[config.mk]
export PLATFORM = sky130hd
export DESIGN_NAME = exec_muldiv_unit
export DESIGN_NICKNAME = d
export VERILOG_FILES = /design/src/rtl/dlx_pkg.sv /design/src/rtl/muldiv_step.sv /design/src/rtl/exec_muldiv_unit.sv
export SDC_FILE = /design/constraint.sdc
export NUM_CORES = 1
export LEC_CHECK = 0
export ABC_AREA = 1
export BUFFER_PORTS_ARGS = -buffer_cell sky130_fd_sc_hd__buf_2
export CAP_MARGIN = 25
export CORE_AREA = 8 8 196 198
export DETAILED_ROUTE_END_ITERATION = 7
export DIE_AREA = 0 0 204 206
export GPL_ROUTABILITY_DRIVEN = 0
export PLACE_DENSITY_LB_ADDON = 0.2
export RECOVER_POWER = 100
export REMOVE_ABC_BUFFERS = 1
export SYNTH_ARGS = -nofsm -noshare
export SYNTH_HDL_FRONTEND = slang
export SYNTH_SLANG_ARGS = --single-unit
[constraint.sdc]
create_clock -name clk -period 5.3 [get_ports clk]
set_clock_uncertainty 0.05 [all_clocks]
set_input_delay 0.53 -clock clk [delete_from_list [all_inputs] [get_ports clk]]
set_output_delay 0.53 -clock clk [all_outputs]
set_load 0.02 [all_outputs]
[src/rtl/dlx_pkg.sv]
`default_nettype none
// ============================================================================
// Module      : dlx_pkg
// Description : Shared encodings for the DLX execute-stage mul/div unit.
// Revision    : 1.0 - initial release
// ============================================================================
package dlx_pkg;

    localparam logic [1:0] OP_MULT  = 2'b00;
    localparam logic [1:0] OP_MULTU = 2'b01;
    localparam logic [1:0] OP_DIV   = 2'b10;
    localparam logic [1:0] OP_DIVU  = 2'b11;

    localparam logic [5:0] FUNCT_MULT  = 6'h0e;
    localparam logic [5:0] FUNCT_MULTU = 6'h16;
    localparam logic [5:0] FUNCT_DIV   = 6'h0f;
    localparam logic [5:0] FUNCT_DIVU  = 6'h17;

    typedef enum logic [1:0] {
        ST_IDLE = 2'd0,
        ST_CALC = 2'd1,
        ST_FIX  = 2'd2,
        ST_DONE = 2'd3
    } muldiv_state_t;

    // Decode-stage helper: R-type function code to mul/div operation select.
    function automatic logic [1:0] funct_to_op_sel(input logic [5:0] funct);
        logic [1:0] op;
        case (funct)
            FUNCT_MULTU: op = OP_MULTU;
            FUNCT_DIV:   op = OP_DIV;
            FUNCT_DIVU:  op = OP_DIVU;
            default:     op = OP_MULT;
        endcase
        return op;
    endfunction

endpackage
`default_nettype wire

[src/rtl/muldiv_step.sv]
`default_nettype none
// ============================================================================
// Module      : muldiv_step
// Description : One radix-2 iteration: shift-add multiply or restoring divide.
// Revision    : 1.0 - initial release
// ============================================================================
module muldiv_step #(
    parameter int DATA_WIDTH = 32
) (
    input  logic                      is_div,
    input  logic [2*DATA_WIDTH-1:0]   acc_in,
    input  logic [DATA_WIDTH:0]       rem_in,
    input  logic [DATA_WIDTH-1:0]     opnd_in,
    output logic [2*DATA_WIDTH-1:0]   acc_out,
    output logic [DATA_WIDTH:0]       rem_out
);

    logic [DATA_WIDTH:0]   w_sum;
    logic [DATA_WIDTH+1:0] w_shift;
    logic [DATA_WIDTH+1:0] w_diff;
    logic                  w_q_bit;

    always_comb begin
        w_sum   = {1'b0, acc_in[2*DATA_WIDTH-1:DATA_WIDTH]}
                + (acc_in[0] ? {1'b0, opnd_in} : '0);
        // Remainder shifted left with the next dividend bit (held in acc MSB of low half).
        w_shift = {rem_in, acc_in[DATA_WIDTH-1]};
        w_diff  = w_shift - {2'b00, opnd_in};
        w_q_bit = ~w_diff[DATA_WIDTH+1];

        acc_out = {w_sum, acc_in[DATA_WIDTH-1:1]};
        rem_out = rem_in;
        if (is_div) begin
            acc_out = {acc_in[2*DATA_WIDTH-1:DATA_WIDTH], acc_in[DATA_WIDTH-2:0], w_q_bit};
            rem_out = w_q_bit ? w_diff[DATA_WIDTH:0] : w_shift[DATA_WIDTH:0];
        end
    end

endmodule
`default_nettype wire

[src/rtl/exec_muldiv_unit.sv]
`default_nettype none
// ============================================================================
// Module      : exec_muldiv_unit
// Description : Iterative radix-2 multiply/divide unit for the execute stage.
// Revision    : 1.0 - initial release
// ============================================================================
module exec_muldiv_unit
    import dlx_pkg::*;
#(
    parameter int DATA_WIDTH     = 32,
    parameter int REG_ADDR_WIDTH = 5
) (
    input  logic                      clk,
    input  logic                      rst,
    input  logic                      start_in,
    input  logic [1:0]                op_sel_in,
    input  logic [DATA_WIDTH-1:0]     data_alu_a_in,
    input  logic [DATA_WIDTH-1:0]     data_alu_b_in,
    input  logic [REG_ADDR_WIDTH-1:0] reg_wr_addr_in,
    input  logic                      flush_in,
    output logic                      busy_out,
    output logic                      done_out,
    output logic [DATA_WIDTH-1:0]     result_out,
    output logic [REG_ADDR_WIDTH-1:0] reg_wr_addr_out,
    output logic                      reg_wr_en_out,
    output logic                      div_by_zero_out
);

    localparam int              CNT_W      = (DATA_WIDTH > 2) ? $clog2(DATA_WIDTH) : 1;
    localparam logic [CNT_W-1:0] C_CNT_INIT = CNT_W'(DATA_WIDTH - 1);

    muldiv_state_t              r_state;
    logic [CNT_W-1:0]           r_cnt;
    logic [2*DATA_WIDTH-1:0]    r_acc;
    logic [DATA_WIDTH:0]        r_rem;
    logic [DATA_WIDTH-1:0]      r_opnd;
    logic                       r_is_div;
    logic                       r_neg;
    logic                       r_dbz_pend;

    logic                       w_signed;
    logic                       w_is_div;
    logic                       w_a_neg;
    logic                       w_b_neg;
    logic [DATA_WIDTH-1:0]      w_a_mag;
    logic [DATA_WIDTH-1:0]      w_b_mag;
    logic [2*DATA_WIDTH-1:0]    w_acc_next;
    logic [DATA_WIDTH:0]        w_rem_next;
    logic [DATA_WIDTH-1:0]      w_res_lo;

    always_comb begin
        w_signed = (op_sel_in == OP_MULT) || (op_sel_in == OP_DIV);
        w_is_div = (op_sel_in == OP_DIV) || (op_sel_in == OP_DIVU);
        w_a_neg  = w_signed & data_alu_a_in[DATA_WIDTH-1];
        w_b_neg  = w_signed & data_alu_b_in[DATA_WIDTH-1];
        w_a_mag  = w_a_neg ? (~data_alu_a_in + 1'b1) : data_alu_a_in;
        w_b_mag  = w_b_neg ? (~data_alu_b_in + 1'b1) : data_alu_b_in;
        w_res_lo = r_acc[DATA_WIDTH-1:0];
    end

    muldiv_step #(
        .DATA_WIDTH (DATA_WIDTH)
    ) u_step (
        .is_div  (r_is_div),
        .acc_in  (r_acc),
        .rem_in  (r_rem),
        .opnd_in (r_opnd),
        .acc_out (w_acc_next),
        .rem_out (w_rem_next)
    );

    assign busy_out      = (r_state != ST_IDLE);
    assign done_out      = (r_state == ST_DONE) && !flush_in;
    assign reg_wr_en_out = done_out;

    always_ff @(posedge clk) begin
        if (rst) begin
            r_state         <= ST_IDLE;
            r_cnt           <= '0;
            r_acc           <= '0;
            r_rem           <= '0;
            r_opnd          <= '0;
            r_is_div        <= 1'b0;
            r_neg           <= 1'b0;
            r_dbz_pend      <= 1'b0;
            result_out      <= '0;
            reg_wr_addr_out <= '0;
            div_by_zero_out <= 1'b0;
        end else if (flush_in) begin
            r_state <= ST_IDLE;
        end else begin
            case (r_state)
                ST_IDLE: begin
                    if (start_in) begin
                        reg_wr_addr_out <= reg_wr_addr_in;
                        r_is_div        <= w_is_div;
                        r_neg           <= w_a_neg ^ w_b_neg;
                        r_rem           <= '0;
                        r_cnt           <= C_CNT_INIT;
                        // Multiplicand or divisor stays in r_opnd; multiplier or dividend shifts through r_acc.
                        if (w_is_div) begin
                            r_opnd <= w_b_mag;
                            r_acc  <= {{DATA_WIDTH{1'b0}}, w_a_mag};
                        end else begin
                            r_opnd <= w_a_mag;
                            r_acc  <= {{DATA_WIDTH{1'b0}}, w_b_mag};
                        end
                        if (w_is_div && (data_alu_b_in == '0)) begin
                            r_dbz_pend <= 1'b1;
                            r_state    <= ST_FIX;
                        end else begin
                            r_dbz_pend <= 1'b0;
                            r_state    <= ST_CALC;
                        end
                    end
                end
                ST_CALC: begin
                    r_acc <= w_acc_next;
                    r_rem <= w_rem_next;
                    r_cnt <= r_cnt - 1'b1;
                    if (r_cnt == '0) begin
                        r_state <= ST_FIX;
                    end
                end
                ST_FIX: begin
                    if (r_dbz_pend) begin
                        result_out      <= '1;
                        div_by_zero_out <= 1'b1;
                    end else begin
                        result_out      <= r_neg ? (~w_res_lo + 1'b1) : w_res_lo;
                        div_by_zero_out <= 1'b0;
                    end
                    r_state <= ST_DONE;
                end
                ST_DONE: begin
                    r_state <= ST_IDLE;
                end
                default: begin
                    r_state <= ST_IDLE;
                end
            endcase
        end
    end

endmodule
`default_nettype wire

==> results of run 1 <==
-- layout make-up --
cell class                 count  share of cell area (%)
clock buffer                  18                   2.586
tap                          461                   3.396
timing repair buffer         129                   3.654
inverter                     425                   9.394
antenna                        3                 0.04421
multi-input combinational   1945                   58.88
clock inverter                13                   1.179
sequential                   177                   20.87
-- layout by cell type (no fill, tap or decap), types with 4 or more instances in the layout --
cell / Yosys / routed
sky130_fd_sc_hd__nand3b_1: 15 / 15
sky130_fd_sc_hd__a221oi_1: 24 / 24
sky130_fd_sc_hd__clkinv_4: 0 / 4
sky130_fd_sc_hd__clkbuf_1: 59 / 46
sky130_fd_sc_hd__a31oi_1: 26 / 26
sky130_fd_sc_hd__nand2_4: 5 / 5
sky130_fd_sc_hd__a21oi_1: 199 / 199
sky130_fd_sc_hd__o221ai_1: 10 / 10
sky130_fd_sc_hd__nor2_2: 12 / 13
sky130_fd_sc_hd__nor2_4: 5 / 5
sky130_fd_sc_hd__nor2_1: 222 / 221
sky130_fd_sc_hd__inv_2: 14 / 12
sky130_fd_sc_hd__o21bai_1: 8 / 8
sky130_fd_sc_hd__nand2_1: 707 / 707
sky130_fd_sc_hd__or2_2: 14 / 14
sky130_fd_sc_hd__o21a_1: 6 / 6
sky130_fd_sc_hd__buf_2: 23 / 73
sky130_fd_sc_hd__nand2_2: 8 / 8
sky130_fd_sc_hd__nand3_1: 230 / 230
sky130_fd_sc_hd__bufinv_16: 0 / 4
sky130_fd_sc_hd__o21ai_1: 29 / 18
sky130_fd_sc_hd__ha_1: 73 / 73
sky130_fd_sc_hd__o21ai_0: 144 / 155
sky130_fd_sc_hd__a22oi_1: 12 / 12
sky130_fd_sc_hd__inv_1: 410 / 412
sky130_fd_sc_hd__xor2_1: 52 / 52
sky130_fd_sc_hd__buf_4: 3 / 9
sky130_fd_sc_hd__nor3_1: 33 / 35
sky130_fd_sc_hd__nand4_1: 30 / 31
sky130_fd_sc_hd__dfxtp_1: 177 / 177
sky130_fd_sc_hd__clkbuf_16: 0 / 17
sky130_fd_sc_hd__xnor2_1: 12 / 12
sky130_fd_sc_hd__o211ai_1: 30 / 30
sky130_fd_sc_hd__a21o_1: 7 / 7
-- metal layers --
layer  GRT usage (%)  wire (µm)
met2           38.86      23580
met4           9.643       1646
met1           35.10      24730
met3           4.639       4599
met5               0          0
-- power by group --
group          switching (W)  total (W)  internal [W]
Clock               0.000620    0.00143      0.000811
Combinational       0.000784    0.00113      0.000342
Sequential         0.0000656    0.00145       0.00139
-- worst register-to-register path: cells and delay by family (launching register included) --
family          cells  cell delay (ps)
compound gates      2              550
fa+ha+maj           1              200
buf+inv             6             1820
flops               1              340
simple gates        2              990
-- per-stage QoR --
step,worst slack [ps],hold slack (ps),utilization (%)
floorplan,2269,379.2,-
global placement,1754,395.4,46.59
detailed placement,1768,397.2,46.63
CTS,1741,232.1,48.44
global route,819.8,241.7,48.21
finish,990.4,252.3,48.21
-- logic make-up after synthesis --
group / Yosys count / share of synthesized area, %
fa+ha+maj: 75 / 6.114
buf+inv: 522 / 13.06
compound gates: 505 / 18.49
flops: 177 / 22.72
xor+xnor: 64 / 3.595
simple gates: 1301 / 36.01
-- worst max path at each step --
stage,startpoint,end,slack (ps)
2_1_floorplan,r_state[1],r_rem[0],2270
3_3_place_gp,r_acc[0],r_acc[61],1750
3_5_place_dp,r_state[1],r_opnd[30],1770
4_1_cts,r_state[1],r_opnd[30],1740
5_1_grt,r_state[0],r_rem[23],820
6_report,op_sel_in[1],r_opnd[30],990
-- registers in the layout, indices dropped and copies added (netlist names) --
register and count:
r_neg 1, r_acc 64, r_is_div 1, result_out 32
r_cnt 5, r_opnd 32, r_state 2, r_dbz_pend 1
r_rem 33, div_by_zero_out 1, reg_wr_addr_out 5
==> flow_results.org, run 1 <==
** Outcome
- Status :: complete, but fails checks
- The checks that failed: capacitance limit, slew limit.

** Setup path
- R2R cell count :: 11
- Library cell contributing the largest single delay on the critical path :: sky130_fd_sc_hd__clkbuf_1
- Along the worst path, the maximum fanout reaches 36.
- STA puts the critical path data required time at between 5000 and 6000 ps.
- Setup slack on the worst reg-to-reg path comes out at 1290 ps.
- Arrival @ worst endpoint :: 4660 ps
- The critical path runs through a total of 8 cells.
- Max incr delay on CP :: 1260 ps
- In this run the critical register-to-register path is captured at r_opnd[30].
- Buffers plus inverters on the worst setup path :: 5
- The worst register-to-register path begins at r_state[1].
- The critical path in this run is classified as input port to register.
- Cell chain of the critical path :: clkbuf_1 -> clkinv_1 -> clkbuf_1 -> nor2_2 -> inv_1 -> a21oi_1 -> o21ai_0 -> inv_1
- Startpoint class of the critical path :: input port
- Kind of cell with the highest combined delay on the critical path :: buffers and inverters
- STA classifies the critical path endpoint as a register.

** Global route
- GR Overflow Total :: 0
- Global-route usage over all layers :: 25.42%
- First-pass GRT wire length :: 85840 µm
- Initial antenna violation count :: 3
- Entering global routing, the biggest net connects 65 pins.
- The number of global-route vias before repair is 16018.

** Floorplan
- The die is 204 µm wide.
- Number of rows created at floorplan :: 69
- Initial Util :: 44.27%
- Number of I/O pins :: approximately 120
- The die covers 42020 µm².
- The die is 206 µm tall.
- Standard cell core area :: 35220 µm²

** STA
- Setup violations remaining at the end of the flow were counted as 0.
- Headroom to the max-slew limit :: -19.35%
- Dividing the final minimum period by the clock period gives 81.31%.
- Setup TNS Final :: 0 ps
- Final Hold Vio Count :: 0
- Worst-margin pin slew :: 1790 ps
- Subtracting the final worst setup slack from the clock period gives 4310 ps.
- Number of pins with negative max-slew slack in the final report :: 103
- Unrepaired setup endpoints after global routing :: false
- Highest attainable clock frequency :: approximately 230 MHz

** Yosys
- In the synthesized netlist, the number of instances is ~2600.
- Asr flop ratio synth :: 0%
- Count of flip-flops with a built-in enable after synthesis :: 0
- By count the netlist is led by sky130_fd_sc_hd__nand2_1, sky130_fd_sc_hd__inv_1, sky130_fd_sc_hd__nand3_1.
- Avg Inst Size Synth :: between 5 and 6 µm²
- Of the synthesized area, sequential elements account for 22.72%.
- sky130_fd_sc_hd__nand2_1 is the most common cell in the netlist.
- Unique cell type count in the Yosys netlist :: 53
- In the synthesized netlist the dominant register cell turns out to be sky130_fd_sc_hd__dfxtp_1.
- Of the post-synthesis cell area, the dominant cell type holds a little under a quarter.
- Of all cell types, the one taking the most synthesized area is sky130_fd_sc_hd__dfxtp_1.
- The synthesized design contains approximately 180 register bits.
- Mapped cell area :: 15590 µm²
- Most area-consuming cells after synthesis :: sky130_fd_sc_hd__dfxtp_1, sky130_fd_sc_hd__nand2_1, sky130_fd_sc_hd__inv_1, sky130_fd_sc_hd__nand3_1, sky130_fd_sc_hd__a21oi_1
- Warnings from Yosys :: 0

** Finish
- From synthesis to final layout, the design area changed by 8.906%.
- Final cell area excluding filler cells :: roughly 17000 µm²
- Cell Count, Final, Fillers Out :: 3171
- In the final layout, flip-flops and latches occupy 3543 µm².
- Ratio of cells with drive above 1 in the final layout :: 6.723%
- Multi-input combinational cell area :: approximately 10000 µm²
- Fill cell instance count of the final layout :: 3800
- The final layout contains 2845 nets.

** Place
- After detailed placement, the total cell area comes to 16420 µm².
- After legalization and detailed placement, the total HPWL measured 42680 µm.
- The number of placed instances, taps included, is 3137.
- Input and output buffers added on the ports amount to 115.

** Detailed routing
- The pre-antenna-repair detailed-routing pass consisted of 8 iterations.
- In the final routed layout, each cell accounts on average for 17.20 µm.
- Starting DRT DRC Count :: 1711
- ANT nets after route :: 0
- Wire length after detailed routing :: 54550 µm
- The detailed router placed ~17000 vias in this run.
- Detailed-route DRC error count :: 0
- Dividing the detail-routed via count by the number of cells gives 5.486.

** Clock tree
- The clock net in this run drives a total of 177 sinks.
- TritonCTS built the clock tree.
- The H-tree was split into 4 levels.
- Clock tree synthesis inserted a total of 17 buffers.
- At the later pin of the worst-skew pair, clock insertion delay measures 450 ps.
- In this run, post-CTS hold repair placed 0 buffers.
- Clk slew on worst S/H paths :: 70 ps
- No sink is reached through more buffers than the 2 on the longest clock path.
- The cell sitting at the root of the clock tree is a sky130_fd_sc_hd__clkbuf_16.
- Post-CTS setup buffers :: 0
- Number of gates given a new drive strength after cts :: 0

** Pwr
- Total power density per cell area :: 236.1 nW/µm²
- The design draws between 0.004 and 0.005 W.
- Across the VDD grid, the largest voltage drop is 0.0002251 V.
- Static Leakage :: 8.437 nW

** Hold path
- The startpoint identified for the worst hold timing path is reg_wr_addr_in[2].
- The path class of the tightest hold or removal check is input port to register.
- For hold timing, the worst endpoint is reg_wr_addr_out[2].
- The worst hold path passes through 3 cells.

** Job
- Across the run, the number of max-cap violations was 3.
No activity file was read; power rests on OpenSTA's default activity.
==> run 2, diff against run 1 <==
==> constraint.sdc (replaced) <==
create_clock -name clk -period 4.05 [get_ports clk]
set_clock_uncertainty 0.05 [all_clocks]
set_input_delay 0.405 -clock clk [delete_from_list [all_inputs] [get_ports clk]]
set_output_delay 0.405 -clock clk [all_outputs]
set_load 0.02 [all_outputs]
==> flow_results.org, run 2 (synthesis results as in run 1) <==
** Outcome
- The flow ran to the end, but the final reports show violations.
- Violations in the final reports :: capacitance limit, slew limit

** Setup path
- R2R cell count :: 10 (-1)
- Cell chain of the critical path :: inv_1 -> ha_1 -> inv_1 -> nor3_1 -> a31oi_1 -> nor2_4 -> inv_1 -> a21oi_1 -> o21ai_0 -> a21oi_1
- Crit path from :: r_state[0]
- The critical path's largest stage delay is 1110 ps (-150 ps).
- Endpoint of the most critical setup path :: r_acc[55]
- Arrival @ worst endpoint :: 3770 ps (-890 ps)
- Crit path kind :: register to register
- The worst register-to-register path begins at r_state[0].
- The worst setup path is captured at a register.
- The maximum fanout along the worst path came to 17 (-53%).
- Data required time of the critical path :: 4300 ps (-1350 ps)
- Among all stages on the critical path, the largest delay is contributed by sky130_fd_sc_hd__a31oi_1.
- The slack of the worst reg-to-reg path was 520 ps (-770 ps).
- Crit path top cell by count :: sky130_fd_sc_hd__inv_1
- The endpoint identified for the worst register-to-register timing path is r_acc[55].
- Startpoint class of the critical path :: register

** Global route
- Maximum number of pins on one net before global-route repair :: 82 (+26%)
- In this run the most used layer during global routing was met2.
- GR Overflow Total :: 0 (unchanged)
- First-pass GRT wire length :: 84990 µm (-0.99%)
- Initial antenna violation count :: 4 (+1)
- Vias in the first global route :: 15641 (-2.4%)
- M2 GR Usage :: 38.49% (-0.37 points)
- Met1 usage in global routing :: 35.02% (-0.078 points)
- Global-route usage over all layers :: 25.26% (-0.16 points)
- The met3 routing resource usage after global routing is 4.451% (-0.19 points).

** Clock tree
- The total CTS buffers is 17 (unchanged).
- The maximum level of the CTS H-tree came to 4 (unchanged).
- Clock tree from TritonCTS :: yes
- Number of gates given a new drive strength after cts :: 0 (unchanged)
- Clk slew on worst S/H paths :: 70 ps (about the same)
- Clock root buffer master :: sky130_fd_sc_hd__clkbuf_16
- Count of clock tree sinks :: 177 (unchanged)
- Post-CTS setup buffers :: 0 (unchanged)
- Worst-Skew Late Latency :: 450 ps (about the same)
- Longest Clk Path Bufs :: 2 (unchanged)
- Post-CTS Hold Buffers :: 0 (unchanged)

** Job
- Total of max-cap violations :: 3 (unchanged)

** STA
- Highest attainable clock frequency :: roughly 280 MHz
- Final Hold Vio Count :: 0 (unchanged)
- Dividing the final minimum period by the clock period gives between 80% and 90%.
- Worst-margin pin slew :: 1694 ps (-95.98 ps)
- The worst-case headroom to the max-slew limit was -12.96% (+6.4 points).
- Final setup violation count :: 0 (unchanged)
- The sum of negative setup slack came to 0 ps (unchanged).
- Number of pins with negative max-slew slack in the final report :: 75 (-27%)
- Unrepaired setup endpoints after global routing :: false
- Subtracting the final worst setup slack from the clock period gives 3527 ps.

** Finish
- Largest reg by FF count :: r_acc
- The share of layout cells above drive strength 1 was 6.785% (+0.061 points).
- Commonest non-fill, non-tap cells in the layout :: sky130_fd_sc_hd__nand2_1, sky130_fd_sc_hd__inv_1, sky130_fd_sc_hd__nand3_1
- Most frequent standard cell in the layout excluding fill and tap cells :: sky130_fd_sc_hd__nand2_1
- Multi-input combinational cell area :: 9975 µm² (-0.25%)
- In the final layout, the registers with the most flip-flops are r_acc: 64 flops, r_rem: 33 flops.
- Max reg flops :: 64 (unchanged)
- Sequential Area :: 3543 µm² (unchanged)
- The total non-filler cell area in the finished layout came to 16990 µm² (about the same).
- The final-stage net count came to 2851 (+0.21%).
- Synthesis-to-layout area growth :: 8.930% (about the same)
- The number of filler instances in the final layout is 3803 (+0.079%).

** Place
- Number of buffers added on ports :: 115 (unchanged)
- The estimated wirelength of the detail-placed design was 43010 µm (+0.77%).
- The instance area after placement came to 16450 µm² (+0.18%).

** Detailed routing
- Detailed-route DRC error count :: 0 (unchanged)
- First-pass iteration count of the detailed router :: 6 (-2)
- Starting DRT DRC Count :: 1873 (+9.5%)
- The total wire length after detailed routing came to 54670 µm (+0.23%).
- The per-cell via count in the routed design came to 5.517 (+0.56%).
- Number of vias in the routed layout :: 17528 (+0.75%)
- The final routed wire length divided by cell count is 17.21 µm (about the same).
- The final antenna-violating net count was 0 (unchanged).

** Floorplan
- Width of the chip :: 204 µm (unchanged)
- Standard cell core area :: 35220 µm² (unchanged)
- Initial Util :: 44.27% (unchanged)
- The die outline height was 206 µm (unchanged).
- The die outline area is 42020 µm² (unchanged).
- The total number of placement rows was 69 (unchanged).
- The boundary pin count came to 116 (unchanged).

** Hold path
- The instance count along the most critical hold path is 3 (unchanged).
- The path class of the tightest hold or removal check is input port to register.

** Pwr
- The maximum vdd drop was 0.0003101 V (+38%).
- The cell leakage power came to 8.444 nW (about the same).
- The power density over the cells was 305.4 nW/µm² (+29%).
==> run 2: cell types whose count changed in the layout (fill, tap and decap cells not counted), moves of 3 or more <==
cell and delta:
sky130_fd_sc_hd__clkbuf_2 +4, sky130_fd_sc_hd__buf_4 +4, sky130_fd_sc_hd__o21ai_0 +8, sky130_fd_sc_hd__clkinvlp_4 +4, sky130_fd_sc_hd__clkinv_4 -4, sky130_fd_sc_hd__inv_6 -3
sky130_fd_sc_hd__o21ai_1 -8
==> run 2: how the worst min path moves through the flow <==
| stage | startpoint | to | slack (ps) |
|---|---|---|---|
| final | reg_wr_addr_in[2] | reg_wr_addr_out[2] | 130 |
| after global routing | reg_wr_addr_in[2] | reg_wr_addr_out[2] | 130 |
| after CTS | reg_wr_addr_in[2] | reg_wr_addr_out[2] | 110 |
| after detailed placement | r_cnt[0] | r_cnt[0] | 400 |
| after global placement | r_cnt[0] | r_cnt[0] | 400 |
| after floorplan | r_cnt[0] | r_cnt[0] | 380 |
==> run 2: area by class of cell <==
cell class / instances / area share (%)
sequential: 177 / 20.86
clock buffer: 21 / 2.711
multi-input combinational: 1945 / 58.72
clock inverter: 9 / 0.9281
tap: 461 / 3.396
inverter: 425 / 9.392
antenna: 4 / 0.05893
timing repair buffer: 135 / 3.933
==> run 2: critical path, delay by kind of cell (launching register included) <==
| kind | cells | cell delay (ps) |
|---|---|---|
| AOI/OAI and AO/OA | 4 | 1420 |
| DFF | 1 | 390 |
| and+or+nand+nor | 2 | 430 |
| buffers and inverters | 3 | 850 |
| adders and majority gates | 1 | 230 |
==> run 2: stage by stage <==
step / hold WS (ps) / utilization, % / worst slack (ps) / std cells / total power [W]
after floorplan: 379.2 / - / 1019 / 2547 / 0.002911
after global placement: 397.3 / 46.71 / 1129 / 3142 / 0.003379
after detailed placement: 401.5 / 46.71 / 1152 / 3142 / 0.003396
after CTS: 109.9 / 48.47 / 1128 / 3172 / 0.005203
after global routing: 125.1 / 48.22 / 391.8 / 3177 / 0.005456
final: 130.7 / 48.22 / 522.9 / 3177 / 0.005188
==> run 2: power by group <==
group	switching (W)	internal, W
clock network	0.000748	0.00106
registers	0.0000842	0.00181
logic	0.00103	0.000450
total	0.00186	0.00332
==> run 2: per-layer routing <==
metal	wire [µm]	share of wire [%]	vias to the layer above
li1	-	-	8694
met1	24620	45	7904
met2	23530	43	826
met3	4775	8.7	104
met4	1749	3.2	0
met5	0	0	-
